File: src/rtl/ts_fifo_reader.sv
`timescale 1ns/1ps
`default_nettype none
// ============================================================================
// Module   : ts_fifo_reader
// Purpose  : Paced consumer for four per-stream TS FIFOs. Hunts the sync byte
//            and emits framed PKT_LEN-byte packets on ts_*.
//            Optional macro TS_STATS_EN adds pkt_cnt / drop_cnt outputs.
// Revision : 1.0 - initial release
// ============================================================================
module ts_fifo_reader #(
    parameter int         DIV     = 4,
    parameter int         PKT_LEN = 188,
    parameter logic [7:0] SYNC    = 8'h47
) (
    input  logic        clk2,
    input  logic        rst,
    input  logic [3:0]  valid,
    input  logic [1:0]  mux_ctrl,
    input  logic [3:0]  fifo_empty,
    input  logic [31:0] fifo_rdata,
    output logic [3:0]  fifo_rd,
    output logic [7:0]  ts_data,
    output logic        ts_valid,
    output logic        ts_sop,
    output logic        ts_eop,
    output logic        sync_err,
    output logic        pkt_abort
`ifdef TS_STATS_EN
    ,
    output logic [15:0] pkt_cnt,
    output logic [15:0] drop_cnt
`endif
);

    localparam int               CNT_W    = $clog2(DIV);
    localparam logic [CNT_W-1:0] CNT_LAST = CNT_W'(DIV - 1);
    localparam logic [7:0]       LEN_LAST = 8'(PKT_LEN - 1);

    typedef enum logic [1:0] {
        IDLE   = 2'd0,
        HUNT   = 2'd1,
        STREAM = 2'd2
    } state_t;

    state_t           state_q;
    logic [CNT_W-1:0] pace_q;
    logic [CNT_W-1:0] pace_d;
    logic [1:0]       ch_q;
    logic [7:0]       byte_cnt_q;
    logic             rd_pend_q;

    logic             w_tick;
    logic             w_sel_ok;
    logic             w_last_inflight;
    logic [7:0]       w_cap_byte;

    always_comb begin
        w_tick = (|valid) && (pace_q == CNT_LAST);
        if (!(|valid) || w_tick) begin
            pace_d = '0;
        end else begin
            pace_d = pace_q + 1'b1;
        end
        w_sel_ok   = valid[mux_ctrl] && !fifo_empty[mux_ctrl];
        w_cap_byte = fifo_rdata[{ch_q, 3'b000} +: 8];
        // With DIV=2 the next tick coincides with the capture of the final
        // byte; suppress that read so no byte of the next packet is consumed.
        w_last_inflight = rd_pend_q && (state_q == STREAM) && (byte_cnt_q == LEN_LAST);
    end

    always_ff @(posedge clk2) begin
        if (rst) begin
            state_q    <= IDLE;
            pace_q     <= '0;
            ch_q       <= 2'd0;
            byte_cnt_q <= 8'd0;
            rd_pend_q  <= 1'b0;
            fifo_rd    <= 4'd0;
            ts_data    <= 8'd0;
            ts_valid   <= 1'b0;
            ts_sop     <= 1'b0;
            ts_eop     <= 1'b0;
            sync_err   <= 1'b0;
            pkt_abort  <= 1'b0;
        end else begin
            pace_q    <= pace_d;
            rd_pend_q <= |fifo_rd;
            fifo_rd   <= 4'd0;
            ts_valid  <= 1'b0;
            ts_sop    <= 1'b0;
            ts_eop    <= 1'b0;
            sync_err  <= 1'b0;
            pkt_abort <= 1'b0;

            case (state_q)
                IDLE: begin
                    if (w_tick && w_sel_ok) begin
                        ch_q              <= mux_ctrl;
                        fifo_rd[mux_ctrl] <= 1'b1;
                        state_q           <= HUNT;
                    end
                end

                HUNT, STREAM: begin
                    if (!valid[ch_q]) begin
                        // Stream withdrawn: drop any byte in flight, no eop.
                        state_q    <= IDLE;
                        byte_cnt_q <= 8'd0;
                        rd_pend_q  <= 1'b0;
                        pkt_abort  <= (state_q == STREAM);
                    end else begin
                        if (w_tick && !fifo_empty[ch_q] && !w_last_inflight) begin
                            fifo_rd[ch_q] <= 1'b1;
                        end
                        if (rd_pend_q) begin
                            if (state_q == HUNT) begin
                                if (w_cap_byte == SYNC) begin
                                    ts_data    <= w_cap_byte;
                                    ts_valid   <= 1'b1;
                                    ts_sop     <= 1'b1;
                                    byte_cnt_q <= 8'd1;
                                    state_q    <= STREAM;
                                end else begin
                                    sync_err <= 1'b1;
                                end
                            end else begin
                                ts_data  <= w_cap_byte;
                                ts_valid <= 1'b1;
                                if (byte_cnt_q == LEN_LAST) begin
                                    ts_eop     <= 1'b1;
                                    byte_cnt_q <= 8'd0;
                                    state_q    <= IDLE;
                                end else begin
                                    byte_cnt_q <= byte_cnt_q + 8'd1;
                                end
                            end
                        end
                    end
                end

                default: begin
                    state_q    <= IDLE;
                    byte_cnt_q <= 8'd0;
                end
            endcase
        end
    end

`ifdef TS_STATS_EN
    always_ff @(posedge clk2) begin
        if (rst) begin
            pkt_cnt  <= 16'd0;
            drop_cnt <= 16'd0;
        end else begin
            if (ts_valid && ts_eop) begin
                pkt_cnt <= pkt_cnt + 16'd1;
            end
            if (sync_err) begin
                drop_cnt <= drop_cnt + 16'd1;
            end
        end
    end
`endif

endmodule

`default_nettype wire
File: config.mk
export PLATFORM = sky130hd
export DESIGN_NAME = ts_fifo_reader
export DESIGN_NICKNAME = d
export VERILOG_FILES = /design/src/rtl/ts_fifo_reader.sv
export SDC_FILE = /design/constraint.sdc
export NUM_CORES = 1
export LEC_CHECK = 0
export CAP_MARGIN = 20
export CORE_MARGIN = 3
export CORE_UTILIZATION = 45
export CTS_CLUSTER_DIAMETER = 30
export DETAILED_ROUTE_END_ITERATION = 10
export GPL_TIMING_DRIVEN = 0
export HOLD_SLACK_MARGIN = 0.05
export PLACE_DENSITY_LB_ADDON = 0.2
export RECOVER_POWER = 25
export SLEW_MARGIN = 20
export SYNTH_ARGS = -nofsm -noshare
export SYNTH_HDL_FRONTEND = slang
export SYNTH_SLANG_ARGS = --single-unit
File: constraint.sdc
create_clock -name clk2 -period 3.22 [get_ports clk2]
set_input_delay 0.483 -clock clk2 [delete_from_list [all_inputs] [get_ports clk2]]
set_output_delay 0.483 -clock clk2 [all_outputs]
set_load 0.005 [all_outputs]
==> metrics <==
initial DRC count 135; power density over the cells 402 nW/um^2; relative area change from synthesis to final layout 42.5%; minimum clock period after layout 2.69 ns; starting utilization of the core area 0.477; total net switching power 272 uW; RSZ-0062 raised after global routing no; share of flip-flops with an asynchronous set or reset after synthesis 0; WL final 4240 um; clock-pin slew of the registers on the worst-case setup and hold paths 0.07 ns; signal arrival time at the worst endpoint 2.88 ns; top cells by area, synth dfxtp_1 (36%), mux4_2 (8.8%), mux2i_1 (5.6%); final setup TNS 0 ns; number of clock buffers inserted by TritonCTS 5; clock network fraction of total power 0.363; DR WL met3 221 um; half-perimeter wire length after placement 3410 um; setup violation total in the final timing report 0; Reg power frac 0.407; EDFF count, synth 0; clock latency on the worst-skew pair 0.28 ns; maxcap violations 0; RePlAce Congestion 0.830; root buffer selected by CTS clkbuf_8; via count of the first global-routing pass 1562; number of search-and-repair iterations in the first detailed-routing pass 4; Chip Width 69.0 um; core box area 3740 um^2; Die Area 4760 um^2; Syn Nets 240; largest net degree at the start of global routing 11; final standard cell area without fillers 2540 um^2; average via count per standard cell 5.53; share of the synthesized area in the top cell type 0.359; clock tree skew after final layout 0.00637 ns; placed cell area 2430 um^2; area of the mapped netlist 1780 um^2; Post-CTS Setup Bufs 0; Leakage 0.000922 uW; total congestion overflow 0; Diodes inserted 0; achievable frequency 371 MHz; largest buffer count on any clock path 2; number of buffers inserted by hold repair at cts 0; CTS HTree Levels 2; worst-path maximum fanout 5; total internal power 750 uW; required time reported for the critical path endpoint 3.41 ns; worst slew slack as a fraction of its limit 0.529; Post-Synthesis Mean Instance Area 9.44 um^2; post-CTS sizing 0; DRC Markers 0; Met2 Routed Length 2110 um; WL met1 1890 um; startpoint type of the worst setup path input port; first-pass GRT wire length 6880 um; I/O pin count 61; overall routing resource usage 0.197; antenna violations before repair 0; I/O Buffers 59; number of sinks driven by the clock tree 32; TritonCTS clock tree built; count of unique library cells instantiated by Yosys 44; overall via count from detail_route 1681; Syn. warnings 0; final antenna-violating net count 0; flip-flop cell with the highest count after synthesis dfxtp_1; final cycle utilization of the critical path 0.836; final-report hold violation count 0; type of the most critical hold path flop to flop; sequential element share of the synthesized area 0.359; Sw Share 0.266; average wire per standard cell 13.9 um; FP Rows 22; fin nets 306; uppermost routed layer met4; run status completed; worst IR drop on VDD 0.225 mV; post-synthesis cell count 189; fraction of final layout cells sized beyond drive strength 1 0.0859; endpoint kind of the worst setup timing path flop; post-synthesis sequential element count 32; Die Span Y 69.0 um; combinational share of power 0.230; library cell with the largest summed area after synthesis dfxtp_1; measured slew at the worst slew-check pin 0.700 ns; Final Slew Violations 0; start-to-end type of the worst setup path input port to flop
synth_stat cells, types with 2 or more instances:
library cell	n
nor4b_1	2
nand3b_1	2
and2_1	4
nor3_1	9
mux4_2	7
buf_4	2
a21oi_1	7
nor2_1	21
a31oi_1	2
inv_1	10
nand3_1	7
or3_1	3
o31ai_1	3
nor2b_1	4
o21ai_0	9
mux4_1	3
mux2i_1	10
ha_1	7
dfxtp_1	32
nand2_1	10
clkbuf_1	4
and3_1	4
nor4_1	6
state kept, by name (all words and copies together), names as in the netlist:
register	cells
sync_err	1
ts_data	8
state_q	2
ts_valid	1
byte_cnt_q	8
ch_q	2
ts_eop	1
pace_q	2
pkt_abort	1
rd_pend_q	1
ts_sop	1
fifo_rd	4
cell usage in the layout, fill, tap and decap left out, drive strengths merged, types with 3 or more instances in the layout:
cell / instances
a21oi: 8
and2: 4
and3: 4
buf: 4
clkbuf: 10
clkdlybuf4s50: 48
dfxtp: 32
dlygate4sd3: 11
ha: 7
inv: 10
mux2i: 10
mux4: 10
nand2: 10
nand3: 7
nor2: 21
nor2b: 4
nor3: 9
nor4: 6
o21ai: 10
o31ai: 3
or3: 3
through the flow:
stage | worst slack (ns) | std cells | hold WS, ns | util | power [uW]
finish | 0.528 | 304 | 0.441 | 0.679 | 1020
floorplan | 0.792 | 189 | 0.407 | - | 568
detailed placement | 0.253 | 296 | 0.428 | 0.650 | 659
CTS | 0.541 | 304 | 0.443 | 0.679 | 1030
global placement | 0.263 | 296 | 0.422 | 0.650 | 655
global route | 0.377 | 304 | 0.466 | 0.679 | 1080
routing by layer:
layer	track usage	vias up
met3	0.0600	2
met5	0	-
li1	-	841
met2	0.326	46
met1	0.246	792
met4	0.0584	0
cell type report:
class | instances | area [um^2]
buffer | 8 | 46.3
clock buffer | 6 | 72.6
clock inverter | 2 | 35.0
fill | 318 | 1200
inverter | 10 | 37.5
multi-input combinational | 139 | 1060
sequential | 32 | 641
tap | 48 | 60.1
timing repair buffer | 59 | 591
worst max-delay path, stage by stage:
cell,delay (ns)
clkdlybuf4s50_1,0.40
mux4_2,0.49
or4b_4,0.56
o21ai_2,0.24
a21oi_2,0.12
or4b_1,0.51
o31ai_1,0.08
worst paths after layout:
| kind | from | slack, ns | to | depth (start not counted) |
|---|---|---|---|---|
| setup / recovery | fifo_rdata[27] | 0.53 | state_q[0] | 7 |
| hold / removal | pace_q[0] | 0.44 | pace_q[0] | 1 |
| setup reg to reg | ch_q[0] | 0.63 | byte_cnt_q[7] | 8 |
| hold reg to reg | pace_q[0] | 0.44 | pace_q[0] | 1 |
logic make-up after synthesis:
logic type,synth area share
fa+ha+maj,0.0491
compound gates,0.112
flops,0.359
mux,0.189
simple gates,0.245
buf+inv,0.0470
power by group through the flow:
| stage | sequential (uW) | clock (uW) | combinational (uW) |
|---|---|---|---|
| finish | 416 | 371 | 235 |
| global route | 417 | 398 | 263 |
| CTS | 416 | 382 | 234 |
| detailed placement | 425 | 0 | 234 |
| global placement | 424 | 0 | 230 |
| floorplan | 422 | 0 | 146 |
Note: power is estimated with default switching activity, not from simulation.
